--- src/rtl/hamming_secded_serial_decoder.sv ---
// -----------------------------------------------------------------------------
// hamming_secded_serial_decoder
//
// Bit-serial Hamming(2^M-1, 2^M-1-M) decoder with optional extended overall
// parity (SEC-DED). Code bits arrive one per accepted strobe in position order
// 1..N, followed by the overall parity bit when EXT_PARITY=1. The syndrome and
// overall parity are accumulated bit by bit as the frame streams in, so the
// decode stage only has to apply a single-bit flip and pick out the data bits.
//
// Ports
//   clk          clock
//   rst_n        asynchronous active-low reset
//   ena          bit strobe; bit_in is taken on a rising clk edge when ena=1
//   sync         frame restart; with ena=1 bit_in becomes position 1,
//                with ena=0 the counter and accumulators clear
//   bit_in       serial code bit
//   data_out     decoded data, [0] = position 3, ascending over the
//                non-power-of-two positions
//   valid_out    one-cycle pulse when data_out / flags / syndrome_out update
//   corrected    a single error was corrected (includes the ext parity bit)
//   double_err   uncorrectable double error (always 0 when EXT_PARITY=0)
//   syndrome_out syndrome of the last decoded frame
//
// Handshake: valid-only, no backpressure. valid_out is high for exactly one
// cycle per completed frame; data_out, corrected, double_err and syndrome_out
// change only on that cycle and hold their values until the next pulse.
// -----------------------------------------------------------------------------
module hamming_secded_serial_decoder #(
  parameter int  M          = 3,
  parameter bit  EXT_PARITY = 1'b1,
  localparam int N          = (1 << M) - 1,
  localparam int K          = N - M
) (
  input  logic         clk,
  input  logic         rst_n,
  input  logic         ena,
  input  logic         sync,
  input  logic         bit_in,
  output logic [K-1:0] data_out,
  output logic         valid_out,
  output logic         corrected,
  output logic         double_err,
  output logic [M-1:0] syndrome_out
);

  localparam int L  = N + (EXT_PARITY ? 1 : 0);
  localparam int CW = $clog2(L + 1);

  // Accumulation stage: position of the next accepted bit (1..L).
  logic [CW-1:0] pos_q;
  logic [M-1:0]  syn_q;
  logic          par_q;
  logic [N:1]    cap_q;

  // Decode stage, loaded on the edge that accepts the last bit of a frame.
  logic          dec_pend_q;
  logic [N:1]    dec_cap_q;
  logic [M-1:0]  dec_syn_q;
  logic          dec_par_q;

  logic [CW-1:0] eff_pos;
  logic [M-1:0]  eff_syn;
  logic          eff_par;
  logic [M-1:0]  syn_nxt;
  logic          par_nxt;
  logic [N:1]    cap_nxt;
  logic          last_bit;

  // Pick the data bits (every non-power-of-two position) in ascending order.
  function automatic logic [K-1:0] extract_data(input logic [N:1] cw);
    logic [K-1:0] d;
    int           j;
    d = '0;
    j = 0;
    for (int p = 1; p <= N; p++) begin
      if ((p & (p - 1)) != 0) begin
        d[j] = cw[p];
        j++;
      end
    end
    return d;
  endfunction

  // A sync with ena=1 makes the current bit position 1 of a fresh frame, so
  // the accumulators are treated as already cleared for this bit.
  always_comb begin
    eff_pos  = sync ? CW'(1) : pos_q;
    eff_syn  = sync ? '0 : syn_q;
    eff_par  = sync ? 1'b0 : par_q;
    cap_nxt  = cap_q;
    for (int p = 1; p <= N; p++) begin
      if (eff_pos == CW'(p)) cap_nxt[p] = bit_in;
    end
    // The ext parity position (N+1) never touches the syndrome.
    syn_nxt  = eff_syn ^ ((bit_in && (eff_pos <= CW'(N))) ? eff_pos[M-1:0] : '0);
    par_nxt  = eff_par ^ bit_in;
    last_bit = (eff_pos == CW'(L));
  end

  always_ff @(posedge clk or negedge rst_n) begin
    if (!rst_n) begin
      pos_q      <= CW'(1);
      syn_q      <= '0;
      par_q      <= 1'b0;
      cap_q      <= '0;
      dec_pend_q <= 1'b0;
      dec_cap_q  <= '0;
      dec_syn_q  <= '0;
      dec_par_q  <= 1'b0;
    end else begin
      dec_pend_q <= 1'b0;
      if (ena) begin
        cap_q <= cap_nxt;
        if (last_bit) begin
          pos_q      <= CW'(1);
          syn_q      <= '0;
          par_q      <= 1'b0;
          dec_pend_q <= 1'b1;
          dec_cap_q  <= cap_nxt;
          dec_syn_q  <= syn_nxt;
          dec_par_q  <= par_nxt;
        end else begin
          pos_q <= eff_pos + CW'(1);
          syn_q <= syn_nxt;
          par_q <= par_nxt;
        end
      end else if (sync) begin
        pos_q <= CW'(1);
        syn_q <= '0;
        par_q <= 1'b0;
      end
    end
  end

  logic         flip;
  logic         corr_d;
  logic         derr_d;
  logic [N:1]   fixed_cap;
  logic [K-1:0] data_d;

  always_comb begin
    flip   = 1'b0;
    corr_d = 1'b0;
    derr_d = 1'b0;
    if (EXT_PARITY) begin
      // {syndrome nonzero, overall parity odd}
      unique case ({dec_syn_q != '0, dec_par_q})
        2'b11:   begin flip = 1'b1; corr_d = 1'b1; end
        2'b01:   corr_d = 1'b1;  // only the ext parity bit was hit
        2'b10:   derr_d = 1'b1;  // even parity with nonzero syndrome
        default: ;
      endcase
    end else if (dec_syn_q != '0) begin
      flip   = 1'b1;
      corr_d = 1'b1;
    end
    fixed_cap = dec_cap_q;
    for (int p = 1; p <= N; p++) begin
      if (flip && (dec_syn_q == M'(p))) fixed_cap[p] = ~dec_cap_q[p];
    end
    data_d = extract_data(fixed_cap);
  end

  always_ff @(posedge clk or negedge rst_n) begin
    if (!rst_n) begin
      valid_out    <= 1'b0;
      data_out     <= '0;
      corrected    <= 1'b0;
      double_err   <= 1'b0;
      syndrome_out <= '0;
    end else begin
      valid_out <= dec_pend_q;
      if (dec_pend_q) begin
        data_out     <= data_d;
        corrected    <= corr_d;
        double_err   <= derr_d;
        syndrome_out <= dec_syn_q;
      end
    end
  end

endmodule

--- config.mk ---
export PLATFORM = sky130hd
export DESIGN_NAME = hamming_secded_serial_decoder
export DESIGN_NICKNAME = d
export VERILOG_FILES = /design/src/rtl/hamming_secded_serial_decoder.sv
export SDC_FILE = /design/constraint.sdc
export NUM_CORES = 1
export LEC_CHECK = 0
export BUFFER_PORTS_ARGS = -buffer_cell sky130_fd_sc_hd__buf_4
export CAP_MARGIN = 40
export CORE_ASPECT_RATIO = 1.75
export CORE_UTILIZATION = 61
export CTS_CLUSTER_DIAMETER = 150
export DETAILED_ROUTE_END_ITERATION = 8
export PLACE_DENSITY = 0.91
export SLEW_MARGIN = 20
export SYNTH_ARGS = -nofsm -noshare
export SYNTH_HDL_FRONTEND = slang
export SYNTH_SLANG_ARGS = --single-unit
--- constraint.sdc ---
create_clock -name clk -period 3.65 [get_ports clk]
set_input_delay 0.365 -clock clk [delete_from_list [all_inputs] [get_ports clk]]
set_output_delay 0.365 -clock clk [all_outputs]
set_load 0.01 [all_outputs]
## Yosys cells after proc, flatten, opt, wreduce, memory -nomap -nowiden

Index checks and enable logic that the tools add are counted.

- Flip-flop bits (word level): 37
- Output and inout port bits: 10
- Logic and storage cells: 70

- Reduce and logical (&&, ||, !) cells: 8
- Multiplexer cells: 26
- Bitwise logic cells: 6
- Equal/unequal tests: 15
- Add/sub/neg operators: 1
- Magnitude comparators: 1

Operators with widths:

| kind | count |
|---|---|
| $mux W1 | 19 |
| $eq A4 B3 Y1 const B | 4 |
| $mux W3 | 4 |
| $mux W4 | 3 |
| $eq A3 B3 Y1 const B | 3 |
| $eq A4 B2 Y1 const B | 2 |
| $logic_and A1 B1 Y1 | 5 |
| $add A4 B1 Y4 const B | 1 |
| $eq A2 B2 Y1 const B | 2 |
| $eq A4 B1 Y1 const B | 1 |
| $eq A4 B4 Y1 const B | 1 |
| $le A4 B3 Y1 const B | 1 |
| $not A1 Y1 | 4 |
| $eq A3 B2 Y1 const B | 1 |
| $reduce_bool A3 Y1 | 1 |
| $xor A3 B3 Y3 | 1 |
| $eq A2 B1 Y1 const B | 1 |
| $reduce_and A2 Y1 | 1 |
| $reduce_or A2 Y1 | 1 |
| $xor A1 B1 Y1 | 1 |

## Longest topological paths before layout

Gate-level depths: netlist of the first run.

- Depth in word-level cells: 7
- Gate-level depth with buffers: 6

## Worst setup path before layout of the first run

OpenSTA, ideal clock, no wires.

- Path type: register to register
- Start: register pos_q[1]
- End: register dec_cap_q[3] (netlist bit)
- Path slack: 1.900 ns
- Required time: 3.525 ns
- Clock period less this slack: 1.750 ns
- Stages on the path, launching flop included: 7
- Setup time: 0.125 ns
- Arrival time: 1.625 ns
- Cell sequence: dfrtp_1 buf_6 or3b_1 buf_2 or2_1 buf_6 mux2_4

- Word-level cells in the longest chain between the ends: 3
- Elaborated cells between the ends (all ways): 5
- Those cells by class: eq/ne: 2; mux: 2; reduce/logical: 1

RTL lines:

| item | RTL line | text |
|---|---|---|
| start, declared | 50 | `logic [CW-1:0] pos_q;` |
| start signal, assigned | 123 | `pos_q <= eff_pos + CW'(1);` |
| $mux W4 (*) | -- |  |
| $eq A4 B2 Y1 or $eq A4 B4 Y1 (tied branches) | 92, 97 |  |
| $mux W1 or $reduce_and A2 Y1 (tied branches) | -- |  |
| end signal, assigned | 119 | `dec_cap_q <= cap_nxt;` |
| end, declared | 57 | `logic [N:1] dec_cap_q;` |

Every way passes the cells marked *; elsewhere a longest branch is shown, timed or not.
A chain may end at the register's enable or synchronous reset.

## Worst setup path after layout of the first run

- Start: register pos_q[3]
- End: register dec_cap_q[6] (netlist bit)

- Word-level cells in the longest chain between the ends: 3
- Elaborated cells between the ends (all ways): 5
- Those cells by class: eq/ne: 2; mux: 2; reduce/logical: 1

RTL lines:

| item | RTL line |
|---|---|
| $mux W4 (*) | -- |
| $eq A4 B3 Y1 or $eq A4 B4 Y1 (tied branches) | 92, 97 |
| $mux W1 or $reduce_and A2 Y1 (tied branches) | -- |

Marks and branches as above.

==> flow_metrics.tcl, run 1 <==
set metrics [dict create \
    clkPwrFrac_pct 34.3 \
    routed_wl_um 2880 \
    initial_utilization_pct 64.7 \
    post-route-min-period_ns 1.92 \
    synth_edf_count 0 \
    grt_max_degree 32 \
    dr.pass1.iters 4 \
    startpoint_type "register" \
    gp_congestion 0.786 \
    syn_area_sq_um 1490 \
    tritoncts "done" \
    seqPwrFrac_pct 54.3 \
    post_cts_buffers 0 \
    seq_area_frac_synth_pct 52.1 \
    async_flop_share_pct 100 \
    port_buffers 14 \
    drc_errors 0 \
    p_leak_nw 0.777 \
    clock.fmax_mhz 521 \
    overflow 0 \
    synth_cell_type_count 40 \
    rsz0062_at_grt "no" \
    clkLatencyLatePin_ns 0.28 \
    drtAntennaViolNets 0 \
    hpwl_um 2080 \
    cts_hold_buf 0 \
    first_iter_violations 34 \
    rows 23 \
    power.density_nw_per_um2 447 \
    die_x_um 39.4 \
    fillers 176 \
    layout_worst_path_cycle_share_pct 52.6 \
    cap_viol_max_count 0 \
    layout_common_cells "dfrtp_1 (30), buf_4 (14), nor2_1 (9), a21oi_1 (9), mux2_2 (9)" \
    critPathCaptureType "register" \
    core_area_sq_um 2300 \
    clockBufferDepth 2 \
    crit_arrival_ns 2.09 \
    ys_warn_count 0 \
    path_max_fanout 11 \
    cp_data_required_time_ns 3.82 \
    antenna_cells 0 \
    cts_root_buf "clkbuf_8" \
    drv_slew 0 \
    grt_pass1_wl_um 4630 \
    fin_skew_ns 0.00603 \
    p_sw_share_pct 26.1 \
    setup_viol 0 \
    via_count 1047 \
    worstMarginPinSlew_ns 0.433 \
    layout_commonest_cell "dfrtp_1" \
    die_h_um 67.4 \
    cp-startpoint "pos_q[3]" \
    h-tree-depth 2 \
    syn_avg_cell_area_sq_um 11.3 \
    status "complete, no violations" \
    p_int_w 0.000545 \
    hold_violations 0 \
    synth_top_flop_cell "dfrtp_1" \
    die_area_sq_um 2650 \
    ir_drop_uv 373 \
    criticalPathCategory "reg2reg" \
    clock_sinks 31 \
    wl_per_cell_um 17.2 \
    cts.repair.resized 0 \
    tns_ns 0 \
    hp-class "in2async" \
    grt_pass1_vias 1011 \
    routed_via_density 6.23 \
    power_w 0.000738 \
    area_growth_pct 10.7 \
    final_layout_size_suffix_gt1_share_pct 28.0 \
    relSlewSlack_pct 70.8 \
    synth_seq_cells 31 \
    numCtsBuffers 5 \
    synthCells 132 \
    p_sw_w 0.000193 \
    nNetsFinal 147 \
    grt_util_all_layers_pct 27.1 \
    antenna_found_initial 0 \
    io_pins 15 \
    combPwrFrac_pct 11.4 \
    syn_nets 137 \
    clk_pin_slew_ns 0.06 \
    r2r-start "pos_q[3]" \
]
state kept, by name, summed over array words and instances, names as in the netlist, 3 cells and up:
register and cells:
syn_q 3, dec_syn_q 3, dec_cap_q 4, syndrome_out 3, pos_q 4, cap_q 4, data_out 4
worst max-delay path, cell delays in order, from the launching register on:
cell	delay [ns]
dfrtp_1	0.54
or3b_1	0.49
or2_1	0.43
mux2_4	0.35
power groups by stage:
| stage | logic, W | clock network, W | registers, W |
|---|---|---|---|
| after global placement | 0.0000782 | 0 | 0.000403 |
| after global routing | 0.0000919 | 0.000278 | 0.000404 |
| after CTS | 0.0000843 | 0.000262 | 0.000401 |
| after detailed placement | 0.0000836 | 0 | 0.000407 |
| after floorplan | 0.0000683 | 0 | 0.000393 |
| final | 0.0000840 | 0.000253 | 0.000401 |
stage by stage:
step / utilization (%) / hold slack, ns / setup slack, ns / cells / cell area, sq um
global placement: 68.0 / 0.302 / 1.82 / 160 / 1570
global route: 71.7 / 0.0234 / 1.66 / 168 / 1650
finish: 71.7 / 0.00438 / 1.73 / 168 / 1650
detailed placement: 68.0 / 0.311 / 1.75 / 160 / 1570
floorplan: - / 0.0694 / 1.90 / 132 / 1490
CTS: 71.7 / 0.00263 / 1.76 / 168 / 1650
synthesized netlist by cell type (all sizes together), types with 2 or more instances:
master / n / area, sq um
nand2: 3 / 11.3
buf: 4 / 32.5
nand3: 2 / 10.0
inv: 5 / 18.8
nand2b: 2 / 12.5
dfrtp: 30 / 751
xor2: 5 / 43.8
nor2b: 3 / 18.8
clkbuf: 7 / 27.5
nor2: 9 / 33.8
a31oi: 2 / 12.5
a21oi: 9 / 45.0
or3b: 3 / 26.3
xnor2: 2 / 17.5
nand4b: 4 / 35.0
nor3: 3 / 15.0
o2111ai: 2 / 17.5
mux2: 14 / 176
o21ai: 5 / 25.0
nor4b: 2 / 17.5
or2: 2 / 12.5
area by class of cell:
class / instances / area, sq um / area share (%)
flip-flops and latches: 31 / 777 / 47.1
multi-input cells: 85 / 634 / 38.4
repair buffers: 14 / 105 / 6.37
clock buffers: 5 / 68.8 / 4.17
well taps: 25 / 31.3 / 1.90
inverters: 5 / 18.8 / 1.14
clock inverters: 3 / 15.0 / 0.910
routing by layer:
| layer | vias up | part of all wire [%] | track usage [%] |
|---|---|---|---|
| met1 | 517 | 36 | 27.9 |
| met4 | 0 | 4.5 | 20.3 |
| li1 | 481 | - | - |
| met3 | 12 | 4.5 | 8.55 |
| met2 | 37 | 55 | 43.5 |
| met5 | - | 0 | 0 |
cell families after synthesis:
| kind of cell | count (synthesis) | synth area share (%) |
|---|---|---|
| muxes | 15 | 12.5 |
| AOI/OAI and AO/OA | 24 | 9.99 |
| xor gates and xnor gates | 7 | 4.11 |
| buffers and inverters | 16 | 5.29 |
| DFF | 31 | 52.1 |
| and+or+nand+nor | 39 | 16.0 |
worst paths after layout:
path	end	slack, ns	cells past startpoint
hold reg to reg	dec_cap_q[5]	0.51	1
min in group clk	pos_q[3]	0.38	2
max in group asynchronous	pos_q[0]	3.33	1
hold / removal	data_out[2]	0.004	1
setup / recovery	dec_cap_q[6]	1.73	3
setup reg to reg	dec_cap_q[6]	1.73	3
Note: power is estimated with default switching activity, not from simulation.
==> inputs of run 2 (changes only) <==
--- a/config.mk
+++ b/config.mk
@@ -8,10 +8,10 @@
 export BUFFER_PORTS_ARGS = -buffer_cell sky130_fd_sc_hd__buf_4
 export CAP_MARGIN = 40
 export CORE_ASPECT_RATIO = 1.75
-export CORE_UTILIZATION = 61
+export CORE_UTILIZATION = 51
 export CTS_CLUSTER_DIAMETER = 150
 export DETAILED_ROUTE_END_ITERATION = 8
-export PLACE_DENSITY = 0.91
+export PLACE_DENSITY = 0.82
 export SLEW_MARGIN = 20
 export SYNTH_ARGS = -nofsm -noshare
 export SYNTH_HDL_FRONTEND = slang
==> constraint.sdc (replaced) <==
create_clock -name clk -period 1.6 [get_ports clk]
set_input_delay 0.16 -clock clk [delete_from_list [all_inputs] [get_ports clk]]
set_output_delay 0.16 -clock clk [all_outputs]
set_load 0.01 [all_outputs]
==> flow_metrics.tcl, run 2 (synthesis gave the netlist of run 1 again) <==
set metrics [dict create \
    cp_data_required_time_ns 1.77 \
    antenna_found_initial 0 \
    r2r_slack_ns 0.09 \
    die_area_sq_um 3150 \
    multi_input_area_sq_um 651 \
    drtAntennaViolNets 0 \
    clk_pin_slew_ns 0.06 \
    grt_pass1_vias 1088 \
    rows 25 \
    hold_ws_ns 0.203 \
    startpoint_type "register" \
    grt_util_all_layers_pct 20.9 \
    drv_slew 0 \
    criticalPathCategory "reg2reg" \
    p_leak_nw 0.829 \
    drc_errors 0 \
    dr.pass1.iters 4 \
    p_sw_w 0.000441 \
    crit_arrival_ns 1.69 \
    r2r-start "pos_q[0]" \
    seqCellArea_sq_um 777 \
    routed_via_density 5.73 \
    port_buffers 14 \
    final_layout_size_suffix_gt1_share_pct 33.3 \
    grt_max_degree 32 \
    path_max_fanout 3 \
    grt_pass1_wl_um 4800 \
    tritoncts "done" \
    cp-startpoint "pos_q[0]" \
    post-route-min-period_ns 1.51 \
    rr_worst_depth 4 \
    clock_sinks 31 \
    clkLatencyLatePin_ns 0.29 \
    routed_wl_um 2650 \
    overflow 0 \
    hp-class "in2reg" \
    p_sw_share_pct 25.1 \
    design_area_sq_um 1750 \
    numCtsBuffers 5 \
    die_h_um 73.5 \
    p_int_w 0.00132 \
    die_x_um 42.9 \
    ir_drop_uv 585 \
    rr_endpoint "cap_q[6]" \
    h-tree-depth 2 \
    hold_violations 0 \
    status "complete, no violations" \
    wl_per_cell_um 14.7 \
    core_area_sq_um 2750 \
    fillers 218 \
    antenna_cells 0 \
    rsz0062_at_grt "no" \
    cts_root_buf "clkbuf_8" \
    tns_ns 0 \
    critPathCapture "cap_q[6]" \
    clkPwrFrac_pct 35.8 \
    layout_worst_path_cycle_share_pct 94.7 \
    first_iter_violations 37 \
    nNetsFinal 157 \
    postPlaceCellArea_sq_um 1640 \
    cap_viol_max_count 0 \
    critPathCaptureType "register" \
    clockBufferDepth 2 \
    setup_viol 0 \
    power.density_nw_per_um2 1000 \
    io_pins 15 \
    hpwl_um 1890 \
    via_count 1032 \
    relSlewSlack_pct 74.6 \
    fin_skew_ns 0.00335 \
    area_growth_pct 17.7 \
    gp_congestion 0.801 \
    seqPwrFrac_pct 50.8 \
    worstMarginPinSlew_ns 0.381 \
    initial_utilization_pct 54.1 \
    layout_commonest_cell "dfrtp_1" \
    clock.fmax_mhz 660 \
    combPwrFrac_pct 13.4 \
    post_cts_buffers 0 \
    layout_common_cells "dfrtp_1 (30), buf_4 (23), nor2_1 (9), a21oi_1 (9), mux2_2 (9)" \
]
[run 2: per-layer routing]
layer	vias up	wire [um]	GRT usage, %
li1	507	-	-
met1	495	1100	21.3
met2	26	1370	35.9
met3	4	119	5.90
met4	0	59	14.2
met5	-	0	0
[run 2: area by class of cell]
class | count | share of cell area (%)
Tap cell | 27 | 1.93
Multi-Input combinational cell | 85 | 37.1
Timing Repair Buffer | 24 | 10.4
Clock inverter | 1 | 0.285
Inverter | 5 | 1.07
Clock buffer | 7 | 4.92
Sequential cell | 31 | 44.3
[run 2: what timing repair did]
| action | in CTS | in global routing |
|---|---|---|
| pin swaps | 0 | 0 |
| endpoints found under the setup margin | 5 | 2 |
| gates resized for setup | 1 | 2 |
| endpoints found under the hold margin | 30 | 0 |
| hold buffers | 1 | 0 |
[run 2: critical path, cell delays in order, from the launching register on]
cell     delay [ns]
dfstp_2        0.37
or3b_4         0.39
buf_4          0.15
nor3_2         0.15
mux2_2         0.34
[run 2: power by group through the flow]
stage	Combinational (W)	Sequential (W)	Clock [W]
floorplan	0.000157	0.000896	0
global placement	0.000225	0.000899	0
detailed placement	0.000232	0.000906	0
CTS	0.000235	0.000892	0.000648
global route	0.000264	0.000902	0.000681
finish	0.000235	0.000892	0.000629
[run 2: worst min path at each step]
stage	from	end	slack (ns)	cells after the start
floorplan	rst_n	cap_q[3]	-0.14	0
global placement	rst_n	valid_out	0.10	1
detailed placement	rst_n	valid_out	0.11	1
CTS	bit_in	cap_q[6]	0.20	2
global route	bit_in	cap_q[5]	0.21	2
finish	bit_in	cap_q[6]	0.20	2
[run 2: through the flow]
step	utilization [%]	cells	worst slack, ns	total power [W]
finish	63.7	180	0.0854	0.00176
global placement	59.5	171	0.0286	0.00112
CTS	63.3	180	0.0344	0.00177
global route	63.7	180	0.0240	0.00185
floorplan	-	132	-0.132	0.00105
detailed placement	59.5	171	-0.0125	0.00114
==> inputs of run 3 (changes only) <==
--- a/config.mk
+++ b/config.mk
@@ -5,13 +5,13 @@
 export SDC_FILE = /design/constraint.sdc
 export NUM_CORES = 1
 export LEC_CHECK = 0
+export ABC_AREA = 1
 export BUFFER_PORTS_ARGS = -buffer_cell sky130_fd_sc_hd__buf_4
 export CAP_MARGIN = 40
-export CORE_ASPECT_RATIO = 1.75
-export CORE_UTILIZATION = 51
+export CORE_UTILIZATION = 52
 export CTS_CLUSTER_DIAMETER = 150
 export DETAILED_ROUTE_END_ITERATION = 8
-export PLACE_DENSITY = 0.82
+export PLACE_DENSITY = 0.83
 export SLEW_MARGIN = 20
 export SYNTH_ARGS = -nofsm -noshare
 export SYNTH_HDL_FRONTEND = slang
==> flow_metrics.tcl, run 3 <==
set metrics [dict create \
    status "complete, no violations" \
    fillers 255 \
    worstMarginPinSlew_ns 0.379 \
    clkPwrFrac_pct 38.1 \
    power.density_nw_per_um2 976 \
    overflow 0 \
    post-route-min-period_ns 1.28 \
    io_pins 15 \
    cap_viol_max_count 0 \
    via_count 1220 \
    crit_path_frequent_cell "nand2_1" \
    synthAdderAreaFrac_pct 0 \
    hold_violations 0 \
    core_area_sq_um 2760 \
    clock.fmax_mhz 779 \
    grt_util_all_layers_pct 20.9 \
    routed_via_density 4.96 \
    crit_buf_inv 1 \
    p_sw_w 0.000435 \
    rows 19 \
    cts_root_buf "clkbuf_4" \
    layout_commonest_cell "nand2_1" \
    synth_seq_cells 31 \
    layout_common_cells "nand2_1 (80), dfrtp_1 (30), nand3_1 (22), inv_1 (19), buf_4 (14)" \
    die_h_um 56.0 \
    antenna_found_initial 0 \
    tns_ns 0 \
    cpLargestDelayFamily "simple AND/OR/NAND/NOR gates" \
    muxShareOfSynthArea_pct 0 \
    stdcell_count 246 \
    min_to "par_q" \
    p_leak_nw 0.983 \
    hp-class "in2reg" \
    rsz0062_at_grt "no" \
    clock_sinks 31 \
    syn_area_sq_um 1520 \
    dr.pass1.iters 4 \
    tritoncts "done" \
    drc_errors 0 \
    final_layout_size_suffix_gt1_share_pct 14.9 \
    die_area_sq_um 3130 \
    startpoint_type "register" \
    synth_most_common_cell "nand2_1" \
    synth-xor-area-share_pct 2.31 \
    first_iter_violations 55 \
    grt_max_degree 32 \
    synth_area_leaders "dfrtp_1 (50%), nand2_1 (20%), nand3_1 (7.3%)" \
    syn_nets 200 \
    h-tree-depth 2 \
    clockBufferDepth 2 \
    nNetsFinal 219 \
    routed_wl_um 2850 \
    hpwl_um 1980 \
    drtAntennaViolNets 0 \
    ir_drop_uv 869 \
    synth_compound_area_share_pct 4.38 \
    synth_top_area_cell "dfrtp_1" \
    cp_data_required_time_ns 1.84 \
    r2r_slack_ns 0.32 \
    layout_worst_path_cycle_share_pct 80.3 \
    drv_slew 0 \
    synth_cell_type_count 22 \
    fin_skew_ns 0.00321 \
    port_buffers 14 \
    rr_worst_depth 6 \
    ys_top_cells_by_count "nand2_1 (80), dfrtp_1 (30), nand3_1 (22)" \
    clkLatencyLatePin_ns 0.33 \
    synth_top_flop_cell "dfrtp_1" \
    combPwrFrac_pct 11.1 \
    synthCells 195 \
    numCtsBuffers 5 \
    p_int_w 0.00127 \
    initial_utilization_pct 54.9 \
    async_flop_share_pct 100 \
    synth_edf_count 0 \
    dp_cells 237 \
    path_max_fanout 10 \
    setup_viol 0 \
    criticalPathCategory "reg2reg" \
    seqPwrFrac_pct 50.8 \
    max_stage_delay_ns 0.39 \
    gp_congestion 0.940 \
    rr_endpoint "dec_cap_q[5]" \
    die_x_um 56.0 \
    min_path_cells 2 \
    post-synth-top-area-fraction_pct 49.5 \
    p_sw_share_pct 25.6 \
    crit_slowest_cell "dfstp_2" \
    critPathCaptureType "register" \
    area_growth_pct 14.9 \
    synth_top_family_by_area "simple AND/OR/NAND/NOR gates" \
    clk_pin_slew_ns 0.10 \
    syn_avg_cell_area_sq_um 7.77 \
    crit_arrival_ns 1.52 \
    seq_area_frac_synth_pct 51.3 \
    yosys.area_share.simple_pct 35.3 \
    hp-start "ena" \
    relSlewSlack_pct 74.7 \
    wl_per_cell_um 11.6 \
    ys_warn_count 0 \
    crit_chain "nor2_1, nand3_2, nor2_8, inv_4, nand2_1, nand2_1" \
    antenna_cells 0 \
    r2r-start "pos_q[0]" \
    grt_pass1_vias 1171 \
    grt_pass1_wl_um 5020 \
]
-- run 3: changes by cell type after synthesis, sizes merged, moves of 4 or more --
| cell | previous run | this run |
|---|---|---|
| inv | 5 | 23 |
| nand4b | 4 | 0 |
| nand2 | 3 | 81 |
| clkbuf | 7 | 2 |
| a21oi | 9 | 1 |
| mux2 | 14 | 0 |
| nand3 | 2 | 23 |
| nor2 | 9 | 15 |
-- run 3: per-stage QoR --
stage / hold slack, ns / total power (W) / setup slack [ns] / cell area [sq um] / utilization (%)
final: 0.101 / 0.00170 / 0.316 / 1740 / 63.2
after detailed placement: 0.113 / 0.00106 / 0.334 / 1650 / 59.7
after CTS: 0.0763 / 0.00172 / 0.327 / 1740 / 63.2
after floorplan: -0.136 / 0.00100 / 0.445 / 1520 / -
after global placement: 0.107 / 0.00106 / 0.395 / 1650 / 59.7
after global routing: 0.0787 / 0.00178 / 0.182 / 1740 / 63.2
-- run 3: layout make-up --
cell class	instances	area, sq um	share of cell area, %
Inverter	23	88.8	5.10
Sequential cell	31	777	44.6
Clock inverter	2	35.0	2.01
Multi-Input combinational cell	138	636	36.5
Tap cell	31	38.8	2.23
Clock buffer	6	51.3	2.95
Timing Repair Buffer	15	115	6.61
-- run 3: worst max path at each step --
stage              from           end  slack [ns]  cells past startpoint
4_1_cts        pos_q[0]  dec_cap_q[5]        0.33                      6
6_report       pos_q[0]  dec_cap_q[5]        0.32                      6
3_5_place_dp   pos_q[0]  dec_cap_q[5]        0.33                      6
3_3_place_gp   pos_q[0]  dec_syn_q[2]        0.39                      6
5_1_grt        pos_q[0]  dec_cap_q[7]        0.18                      6
2_1_floorplan  pos_q[0]  dec_cap_q[3]        0.45                      6
-- run 3: kinds of logic after synthesis --
logic type	Yosys count
DFF	31
AOI/OAI and AO/OA	11
and+or+nand+nor	123
buffers and inverters	26
xor gates and xnor gates	4
-- run 3: timing repair --
| action | CTS | global route |
|---|---|---|
| hold buffers | 1 | 0 |
| endpoints found under the hold margin | 30 | 0 |
| gates resized for setup | 0 | 0 |
| buffers inserted | 0 | 0 |
-- run 3: power groups by stage --
stage / logic, W / clock network [W] / registers, W
6_report: 0.000188 / 0.000648 / 0.000865
5_1_grt: 0.000218 / 0.000694 / 0.000869
4_1_cts: 0.000188 / 0.000672 / 0.000864
3_5_place_dp: 0.000185 / 0 / 0.000879
3_3_place_gp: 0.000183 / 0 / 0.000878
2_1_floorplan: 0.000130 / 0 / 0.000874
-- run 3: routing by layer --
metal | vias up | share of wire (%) | GRT usage, %
met1 | 539 | 47 | 25.8
met5 | - | 0 | 0
met3 | 3 | 4.9 | 6.98
met4 | 0 | 1.1 | 7.32
li1 | 649 | - | -
met2 | 29 | 47 | 34.4
